$ cat src/rtl/prach_c_plane_mc.sv
`timescale 1ns/1ps
// ---------------------------------------------------------------------------
// prach_c_plane_mc
// Multi-channel PRACH C-Plane decoder. Accepts one parsed eCPRI/xRAN
// C-Plane section per avst_sink_c_valid strobe, keeps UL section-type-3
// messages with the configured filterIndex, maps the RTC ID to a channel
// through a programmable table, computes frequency/time offsets plus the
// U-Plane header, and queues the result in a first-word-fall-through FIFO.
//
// Pipeline: stage 1 input register -> stage 2 classify/lookup/compute
// register -> stage 3 FIFO write. Strobe in cycle 0 shows m_valid in cycle 3.
//
// Ports:
//   clk, rst              clock, asynchronous active-high reset
//   avst_sink_c_valid     one-cycle strobe per section
//   rx_c_*                parsed header / section fields
//   cfg_we/addr/en/rtc_id channel table write port (addr >= NUM_CH ignored)
//   stat_clr              clears drop/nomatch counters and overflow flag
//   m_valid/m_ready       command handshake, m_* stable while stalled
//   m_chan ... m_header   decoded command fields
//   drop_count            saturating count of commands lost on a full FIFO
//   nomatch_count         saturating count of PRACH messages with no channel
//   overflow              sticky, set on any drop
//
// Optional build macro PRACH_C_PLANE_SEQ_CHECK_EN adds seq_err_count, a
// saturating count of per-channel sequence-number discontinuities.
// ---------------------------------------------------------------------------
module prach_c_plane_mc #(
    parameter int NUM_CC       = 3,
    parameter int NUM_ANT      = 8,
    parameter int QUEUE_DEPTH  = 4,
    parameter int FILTER_INDEX = 1,
    parameter int FREQ_BIAS    = 864,
    localparam int NUM_CH      = NUM_CC * NUM_ANT,
    localparam int CH_W        = $clog2(NUM_CH)
) (
    input  logic              clk,
    input  logic              rst,
    input  logic              avst_sink_c_valid,
    input  logic [15:0]       rx_c_rtc_id,
    input  logic [15:0]       rx_c_seq_id,
    input  logic              rx_c_dataDirection,
    input  logic [2:0]        rx_c_payloadVersion,
    input  logic [3:0]        rx_c_filterIndex,
    input  logic [7:0]        rx_c_frameId,
    input  logic [3:0]        rx_c_subframeId,
    input  logic [5:0]        rx_c_slotId,
    input  logic [5:0]        rx_c_symbolId,
    input  logic [7:0]        rx_c_sectionType,
    input  logic [15:0]       rx_c_timeOffset,
    input  logic [15:0]       rx_c_cpLength,
    input  logic [7:0]        rx_c_udCompHdr,
    input  logic [11:0]       rx_c_sectionId,
    input  logic              rx_c_rb,
    input  logic              rx_c_symInc,
    input  logic [9:0]        rx_c_startPrbc,
    input  logic [7:0]        rx_c_numPrbc,
    input  logic [3:0]        rx_c_numSymbol,
    input  logic [23:0]       rx_c_freqOffset,
    input  logic              cfg_we,
    input  logic [CH_W-1:0]   cfg_addr,
    input  logic              cfg_en,
    input  logic [15:0]       cfg_rtc_id,
    input  logic              stat_clr,
    output logic              m_valid,
    input  logic              m_ready,
    output logic [CH_W-1:0]   m_chan,
    output logic [16:0]       m_frequency_offset,
    output logic [19:0]       m_time_offset,
    output logic [3:0]        m_num_symbol,
    output logic [119:0]      m_header,
    output logic [15:0]       drop_count,
    output logic [15:0]       nomatch_count,
    output logic              overflow
`ifdef PRACH_C_PLANE_SEQ_CHECK_EN
    ,
    output logic [15:0]       seq_err_count
`endif
);

    localparam int AW = $clog2(QUEUE_DEPTH);

    typedef struct packed {
        logic [15:0] rtc_id;
        logic        dir;
        logic [2:0]  pv;
        logic [3:0]  filt;
        logic [7:0]  frame;
        logic [3:0]  subframe;
        logic [5:0]  slot;
        logic [5:0]  symbol;
        logic [7:0]  stype;
        logic [15:0] time_off;
        logic [15:0] cp_len;
        logic [7:0]  udc;
        logic [11:0] sect_id;
        logic        rb;
        logic        sym_inc;
        logic [9:0]  start_prbc;
        logic [7:0]  num_prbc;
        logic [3:0]  num_sym;
        logic [23:0] freq_off;
    } s1_t;

    typedef struct packed {
        logic [CH_W-1:0] chan;
        logic [16:0]     freq;
        logic [19:0]     tim;
        logic [3:0]      nsym;
        logic [119:0]    hdr;
    } cmd_t;

    // ---------------- stage 1: input register ----------------
    logic v1;
    s1_t  s1;

    always_ff @(posedge clk or posedge rst) begin
        if (rst) begin
            v1 <= 1'b0;
            s1 <= '0;
        end else begin
            v1 <= avst_sink_c_valid;
            if (avst_sink_c_valid) begin
                s1 <= '{rtc_id: rx_c_rtc_id, dir: rx_c_dataDirection,
                        pv: rx_c_payloadVersion, filt: rx_c_filterIndex,
                        frame: rx_c_frameId, subframe: rx_c_subframeId,
                        slot: rx_c_slotId, symbol: rx_c_symbolId,
                        stype: rx_c_sectionType, time_off: rx_c_timeOffset,
                        cp_len: rx_c_cpLength, udc: rx_c_udCompHdr,
                        sect_id: rx_c_sectionId, rb: rx_c_rb,
                        sym_inc: rx_c_symInc, start_prbc: rx_c_startPrbc,
                        num_prbc: rx_c_numPrbc, num_sym: rx_c_numSymbol,
                        freq_off: rx_c_freqOffset};
            end
        end
    end

    // ---------------- channel table ----------------
    logic [15:0]       tbl_rtc [NUM_CH];
    logic [NUM_CH-1:0] tbl_en;

    always_ff @(posedge clk or posedge rst) begin
        if (rst) begin
            for (int k = 0; k < NUM_CH; k++) begin
                tbl_rtc[k] <= {4'h0, 4'((k % NUM_ANT) / 4), 4'(k / NUM_ANT),
                               4'((k % NUM_ANT) % 4)};
            end
            tbl_en <= '1;
        end else if (cfg_we && (32'(cfg_addr) < 32'(NUM_CH))) begin
            tbl_rtc[cfg_addr] <= cfg_rtc_id;
            tbl_en[cfg_addr]  <= cfg_en;
        end
    end

    // Descending scan so the lowest matching index is the one left standing.
    logic            hit;
    logic [CH_W-1:0] hit_idx;

    always_comb begin
        hit     = 1'b0;
        hit_idx = '0;
        for (int k = NUM_CH - 1; k >= 0; k--) begin
            if (tbl_en[k] && (tbl_rtc[k] == s1.rtc_id)) begin
                hit     = 1'b1;
                hit_idx = CH_W'(k);
            end
        end
    end

    // ---------------- stage 2: classify and compute ----------------
    logic prach_c;
    cmd_t cmd_c;

    always_comb begin
        prach_c = v1 && (s1.dir == 1'b0) && (s1.filt == 4'(FILTER_INDEX)) &&
                  (s1.stype == 8'd3);
        cmd_c      = '0;
        cmd_c.chan = hit_idx;
        cmd_c.freq = 17'(32'd0 - 32'($signed(s1.freq_off)) - 32'(FREQ_BIAS));
        // (symbolId+6)/7 counts the long-CP symbols already passed in the slot
        cmd_c.tim  = 20'(32'(s1.subframe) * 32'd61440 +
                         32'(s1.symbol) * 32'd4384 +
                         ((32'(s1.symbol) + 32'd6) / 32'd7) * 32'd32 +
                         32'(s1.time_off) * 32'd2 +
                         32'(s1.cp_len) * 32'd2);
        cmd_c.nsym = s1.num_sym;
        cmd_c.hdr  = {16'b0, s1.rtc_id, 16'b0, s1.dir, s1.pv, s1.filt,
                      s1.frame, s1.subframe, s1.slot, s1.symbol, s1.sect_id,
                      s1.rb, s1.sym_inc, s1.start_prbc, s1.num_prbc, s1.udc};
    end

    logic v2_prach;
    logic v2_hit;
    cmd_t s2_cmd;

    always_ff @(posedge clk or posedge rst) begin
        if (rst) begin
            v2_prach <= 1'b0;
            v2_hit   <= 1'b0;
            s2_cmd   <= '0;
        end else begin
            v2_prach <= prach_c;
            v2_hit   <= hit;
            s2_cmd   <= cmd_c;
        end
    end

    // ---------------- stage 3: FIFO ----------------
    cmd_t          fifo_mem [QUEUE_DEPTH];
    logic [AW-1:0] wr_ptr;
    logic [AW-1:0] rd_ptr;
    logic [AW:0]   count;
    logic          full;
    logic          pop;
    logic          push_req;
    logic          push;
    logic          drop_ev;
    logic          nomatch_ev;

    assign m_valid    = (count != '0);
    assign full       = (count == (AW + 1)'(QUEUE_DEPTH));
    assign pop        = m_valid && m_ready;
    assign push_req   = v2_prach && v2_hit;
    // A pop in the same cycle frees the slot, so a full FIFO still accepts.
    assign push       = push_req && (!full || pop);
    assign drop_ev    = push_req && full && !pop;
    assign nomatch_ev = v2_prach && !v2_hit;

    assign {m_chan, m_frequency_offset, m_time_offset, m_num_symbol, m_header} =
        fifo_mem[rd_ptr];

    always_ff @(posedge clk or posedge rst) begin
        if (rst) begin
            for (int k = 0; k < QUEUE_DEPTH; k++) begin
                fifo_mem[k] <= '0;
            end
            wr_ptr <= '0;
            rd_ptr <= '0;
            count  <= '0;
        end else begin
            if (push) begin
                fifo_mem[wr_ptr] <= s2_cmd;
                wr_ptr           <= wr_ptr + 1'b1;
            end
            if (pop) begin
                rd_ptr <= rd_ptr + 1'b1;
            end
            case ({push, pop})
                2'b10:   count <= count + 1'b1;
                2'b01:   count <= count - 1'b1;
                default: count <= count;
            endcase
        end
    end

    // ---------------- statistics ----------------
    always_ff @(posedge clk or posedge rst) begin
        if (rst) begin
            drop_count    <= '0;
            nomatch_count <= '0;
            overflow      <= 1'b0;
        end else if (stat_clr) begin
            drop_count    <= '0;
            nomatch_count <= '0;
            overflow      <= 1'b0;
        end else begin
            if (drop_ev) begin
                overflow <= 1'b1;
                if (drop_count != 16'hFFFF) begin
                    drop_count <= drop_count + 16'd1;
                end
            end
            if (nomatch_ev && (nomatch_count != 16'hFFFF)) begin
                nomatch_count <= nomatch_count + 16'd1;
            end
        end
    end

`ifdef PRACH_C_PLANE_SEQ_CHECK_EN
    // ---------------- sequence check ----------------
    logic [7:0]        s1_seq;
    logic [7:0]        s2_seq;
    logic [NUM_CH-1:0] exp_v;
    logic [7:0]        exp_s [NUM_CH];
    logic              unused_seq_lsb;

    assign unused_seq_lsb = ^rx_c_seq_id[7:0];

    always_ff @(posedge clk or posedge rst) begin
        if (rst) begin
            s1_seq <= '0;
            s2_seq <= '0;
        end else begin
            if (avst_sink_c_valid) begin
                s1_seq <= rx_c_seq_id[15:8];
            end
            s2_seq <= s1_seq;
        end
    end

    // Every matched PRACH message advances the expectation, whether or not
    // the FIFO had room for it.
    always_ff @(posedge clk or posedge rst) begin
        if (rst) begin
            exp_v         <= '0;
            seq_err_count <= '0;
            for (int k = 0; k < NUM_CH; k++) begin
                exp_s[k] <= '0;
            end
        end else if (stat_clr) begin
            exp_v         <= '0;
            seq_err_count <= '0;
        end else if (push_req) begin
            if (exp_v[s2_cmd.chan] && (exp_s[s2_cmd.chan] != s2_seq) &&
                (seq_err_count != 16'hFFFF)) begin
                seq_err_count <= seq_err_count + 16'd1;
            end
            exp_v[s2_cmd.chan] <= 1'b1;
            exp_s[s2_cmd.chan] <= s2_seq + 8'd1;
        end
    end
`else
    logic unused_seq;
    assign unused_seq = ^rx_c_seq_id;
`endif

endmodule

$ cat config.mk
export PLATFORM = sky130hd
export DESIGN_NAME = prach_c_plane_mc
export DESIGN_NICKNAME = d
export VERILOG_FILES = /design/src/rtl/prach_c_plane_mc.sv
export SDC_FILE = /design/constraint.sdc
export NUM_CORES = 2
export LEC_CHECK = 0
export BUFFER_PORTS_ARGS = -buffer_cell sky130_fd_sc_hd__buf_2
export CORE_UTILIZATION = 55
export CTS_CLUSTER_DIAMETER = 50
export DETAILED_ROUTE_END_ITERATION = 16
export MAX_ROUTING_LAYER = met4
export PLACE_DENSITY_LB_ADDON = 0.1
export SLEW_MARGIN = 0
export SYNTH_ARGS = -nofsm -noshare
export SYNTH_HDL_FRONTEND = slang
export SYNTH_SLANG_ARGS = --single-unit
$ cat constraint.sdc
create_clock -name clk -period 80.6 [get_ports clk]
set_clock_uncertainty 0.15 [all_clocks]
set_input_delay 12.09 -clock clk [delete_from_list [all_inputs] [get_ports clk]]
set_output_delay 12.09 -clock clk [all_outputs]
set_load 0.03 [all_outputs]
# Word level (Yosys, flattened, before mapping)
# Cells that the tools add are included.
[word_totals] rom_bits=0 ramBits=0 regBits=1398 latch_bits=0 n_memories=0 word_cells=253 input_bits=200
[classes] n_bitwise=4 n_eq_ne=31 n_addsub=13 muxes=68 magnitude_cmp=8 n_reduce_logical=48 n_mul=2 n_div=1 n_shift=0
[ops] op="664-bit bitwise mux" count=1
[ops] op="166-bit two-way mux" count=3
[ops] op="384-bit bitwise mux" count=1
[ops] op="16-bit equality test" count=24
[ops] op="166-bit binary-select mux with 2-bit select" count=1
[ops] op="166-bit demux with 2-bit select" count=1
[ops] op="5-bit two-way mux" count=24
[ops] op="16-bit two-way mux" count=6
[ops] op="16-bit demux with 5-bit select" count=1
[ops] op="20-bit by 17-bit adder with 20-bit output" count=2
[ops] op="1-bit logical AND" count=38
[ops] op="16-bit by 1-bit adder with 16-bit output (second input constant)" count=2
[ops] op="32-bit by 3-bit divider with 32-bit output (second input constant)" count=1
[ops] op="16-bit inequality test (second input constant)" count=2
[ops] op="1-bit two-way mux" count=27
[ops] op="24-bit bitwise mux" count=1
[ops] op="20-bit by 19-bit adder with 20-bit output" count=1
[ops] op="20-bit adder" count=1
[ops] op="1-bit by 17-bit subtractor with 17-bit output (first input constant)" count=1
[ops] op="17-bit by 11-bit subtractor with 17-bit output (second input constant)" count=1
[ops] op="6-bit by 8-bit multiplier with 14-bit output (second input constant)" count=1
[ops] op="8-bit by 2-bit equality test with 1-bit output (second input constant)" count=1
[ops] op="4-bit by 4-bit multiplier with 8-bit output (second input constant)" count=1
[ops] op="2-bit nonzero test" count=4
[ops] op="24 further kinds" count=29

# Logic depth before layout (Yosys ltp)
[logic_depth] ltp_word=26 depth_mapped=28

# Least setup slack after synthesis
# No wires, ideal clock.
[synth_path] path_type="register to output" startpoint="register rd_ptr[1]" endpoint="output m_frequency_offset[16]" arrival_time_ps=2084 path_slack_ps=66276 stages_incl_launch_ff=6 cell_sequence="dfrtp_1 clkbuf_1 buf_2 buf_1 clkbuf_1 mux4_2"
[synth_between] elab_chain_cells=4
[synth_rtl] item="start, declared" line="211" text="logic [AW-1:0] rd_ptr;"
[synth_rtl] item="start signal, assigned" line="246" text="rd_ptr <= rd_ptr + 1'b1;"
[synth_rtl] item="2-bit inverter with 3-bit output (implied by the code)" line="230" text="fifo_mem[rd_ptr];"
[synth_rtl] item="166-bit binary-select mux with 2-bit select" line="230"
[synth_rtl] item="166-bit two-way mux (implied by the code) (2 in series)" line="230"
[synth_rtl] item="end, declared" line="68" text="output logic [16:0] m_frequency_offset,"
# Every way passes these cells. The select of a mux whose other input is x is not followed.

# Final worst setup path
[layout_path] startpoint="register rd_ptr[0]" endpoint="output m_header[3]"
[layout_between] elab_chain_cells=4
[layout_rtl] item="2-bit inverter with 3-bit output (implied by the code)" line="230"
[layout_rtl] item="166-bit binary-select mux with 2-bit select" line="230"
[layout_rtl] item="166-bit two-way mux (implied by the code) (2 in series)" line="230"
[layout_rtl] item="end, declared" line="71" text="output logic [119:0] m_header,"
# Every way passes these cells. The select of a mux whose other input is x is not followed.

==> results.ini <==
[power]
p_leak_nw=30.8
switchingPower_mw=0.481
internal_power_mw=1.24
vdd_ir_drop_max_mv=0.0234
p_seq_share_pct=44.0
power_frac_comb_pct=17.9
p_per_area_nw_per_um2=26.6
swShare_pct=27.9
clkPwrFrac_pct=38.1

[timing]
finalHoldViolations=0
fmax_mhz=61.1
min_period_over_period_pct=20.3
setup_viol=0
worst_pin_slew_ns=1.13
tns_ns=0
max_slew_margin_pct=24.2
rsz0062_at_grt=no
slew_viol_final=0
min_period_ns=16.36

[detailed_routing]
vias=32480
ant_nets=0
routed-wl-met2_mm=65.8
firstDrtPassIters=4
top_layer_used=met4
vias_per_cell=5.66
drt_wl_total_mm=133
detail_route.wl_per_cell_microns=23.1
drt_iter0_markers=1868
dr_wl_met3_mm=6.61
post-route-drc-count=0
drt-met1-wl_mm=57.2

[clock_network]
h-tree-depth=4
cts_root_buf=clkbuf_16
cts_resized=0
cts-hold-fix-buffers=0
cts_tree=done
path_clk_slew_ns=0.06
cts.sinks=1265
cts_buffer_depth=3
cts_buffers=144
cts_setup_buffers=0
insertion_delay_ns=0.75

[yosys]
ys_ff_latch=1265
async_flop_share_pct=100
synth_cell_types=67
syn_inst=3938
ys_seq_area_share_pct=55.7
syn_area_sq_um=57000
synth-main-ff-cell=dfrtp_1
yosys_warnings=0
syn_area_per_cell_sq_um=14.5
synth_edf_count=0

[placement]
hpwlAfterDp_mm=79.1
gp_congestion=0.812
io_buffers=343
dpl-instance-area_sq_um=59800

[worst_setup_path]
path_class=flop to output pin
rr_endpoint=s2_cmd[143]$_DFF_PP0_
critPathRequiredTime_ns=68.36
arrival_ns=4.12
rrSetupSlack_ns=73.94
crit_start=rd_ptr[0]$_DFFE_PP0P_
r2r_cells=26
critPathMaxFanout=51
cp-endpoint=m_header[3]
r2r-start=cmd_c[41]$_DFFE_PP0P_
critPathLaunchType=flop
cp-end-kind=output pin

[min_path]
hold_class=flop to flop
holdPathStages=0

[finish]
fill_cells=7894
fin_area_sq_um=64600
final_nets=4551
area_growth_pct=13.4
final_common_cell=dfrtp_1
drive_gt1_share_pct=44.4
mostFrequentLayoutCells=dfrtp_1, mux2_2, xnor2_1

[floorplanning]
die_h_microns=324
initial_utilization_pct=55.8
die_w_microns=324
ios=400
placementRows=117
dieArea_sq_um=105000
design.core.area_sq_um=102000

[global_route]
grt_pass1_wl_mm=202
grt_max_degree=163
antenna_found_initial=16
grt_pass1_vias=33481
grt_overflow=0
grt_usage_pct=26.5

[run]
maxCapViolCount=0

[status]
status=finished clean

-- through the flow --
step                      setup slack, ns  std cells  total power, mW  hold WS (ns)  util (%)
after floorplan                     32.84       3970             1.00         0.199         -
after global placement              64.25       5463             1.08         0.204      58.5
after detailed placement            64.19       5463             1.08         0.206      58.5
after CTS                           64.14       5727             1.74         0.219      63.2
after global routing                64.08       5735             1.80         0.222      63.2
final                               64.24       5739             1.72         0.219      63.2
-- cells in the mapped netlist (7+ instances only) --
cell type	n	area [sq um]
a21o_1	9	67.6
nand4_1	78	488
fa_1	30	601
nor4_1	43	269
nand2b_1	7	43.8
a21oi_1	38	190
mux4_2	133	3000
o21bai_1	7	52.6
nand2_1	102	383
nand3_1	42	210
nor2_1	66	248
dfstp_2	76	2000
buf_4	44	330
xnor2_1	354	3100
buf_2	68	340
and3_1	7	43.8
buf_1	41	154
nor3_1	19	95.1
o21ai_0	42	210
xor2_1	102	893
o21a_1	7	52.6
ha_1	80	1000
dfrtp_1	1189	29800
nor2b_1	10	62.6
inv_1	85	319
clkbuf_1	112	420
mux2_2	1065	12000
-- sequential cells by signal, summed over array words and instances (netlist names), 3 cells and up --
name           cells
tbl_en            24
count              3
nomatch_count     16
fifo_mem         532
drop_count        16
cmd_c             92
s1                57
tbl_rtc          384
s2_cmd           133
-- layout make-up --
type / count / area [sq um] / area share (%)
flip-flops and latches: 1265 / 31800 / 49.2
multi-input cells: 2353 / 23800 / 36.9
clock buffers: 205 / 4150 / 6.42
repair buffers: 391 / 2130 / 3.30
well taps: 1368 / 1710 / 2.65
clock inverters: 59 / 663 / 1.03
inverters: 86 / 330 / 0.511
diodes: 12 / 30.0 / 0.0465
-- layer usage --
layer / GRT usage, % / vias to the layer above
met5: - / -
met4: 7.86 / 0
met3: 4.75 / 200
met2: 42.6 / 666
met1: 34.6 / 17110
li1: - / 14504
-- cells by family after synthesis --
family	Yosys count	share of synthesized area, %
and+or+nand+nor	411	3.77
DFF	1265	55.7
AOI/OAI and AO/OA	141	1.56
buffers and inverters	352	2.77
muxes	1201	26.4
other	2	0.0132
adders and majority gates	110	2.81
xor gates and xnor gates	456	7.01
-- worst min-delay path by stage --
| stage | from | endpoint |
|---|---|---|
| after floorplan | cmd_c[100]$_DFFE_PP0P_ | s2_cmd[100]$_DFF_PP0_ |
| after detailed placement | cmd_c[47]$_DFFE_PP0P_ | s2_cmd[47]$_DFF_PP0_ |
| final | cmd_c[48]$_DFFE_PP0P_ | s2_cmd[48]$_DFF_PP0_ |
| after CTS | cmd_c[62]$_DFFE_PP0P_ | s2_cmd[62]$_DFF_PP0_ |
| after global placement | cmd_c[123]$_DFFE_PP0P_ | s2_cmd[123]$_DFF_PP0_ |
| after global routing | cmd_c[69]$_DFFE_PP0P_ | s2_cmd[69]$_DFF_PP0_ |
-- worst max-delay path, stage by stage, from the launching register on --
cell and delay, ns:
dfrtp_4 1.03, buf_4 0.66, buf_4 0.75, mux4_2 0.60, buf_2 0.21
-- power groups by stage --
stage	logic, mW	clock network [mW]	registers, mW
2_1_floorplan	0.262	0	0.740
3_3_place_gp	0.310	0	0.766
3_5_place_dp	0.312	0	0.768
4_1_cts	0.314	0.670	0.757
5_1_grt	0.343	0.695	0.766
6_report	0.308	0.656	0.757
(Power assumes the default switching activity.)
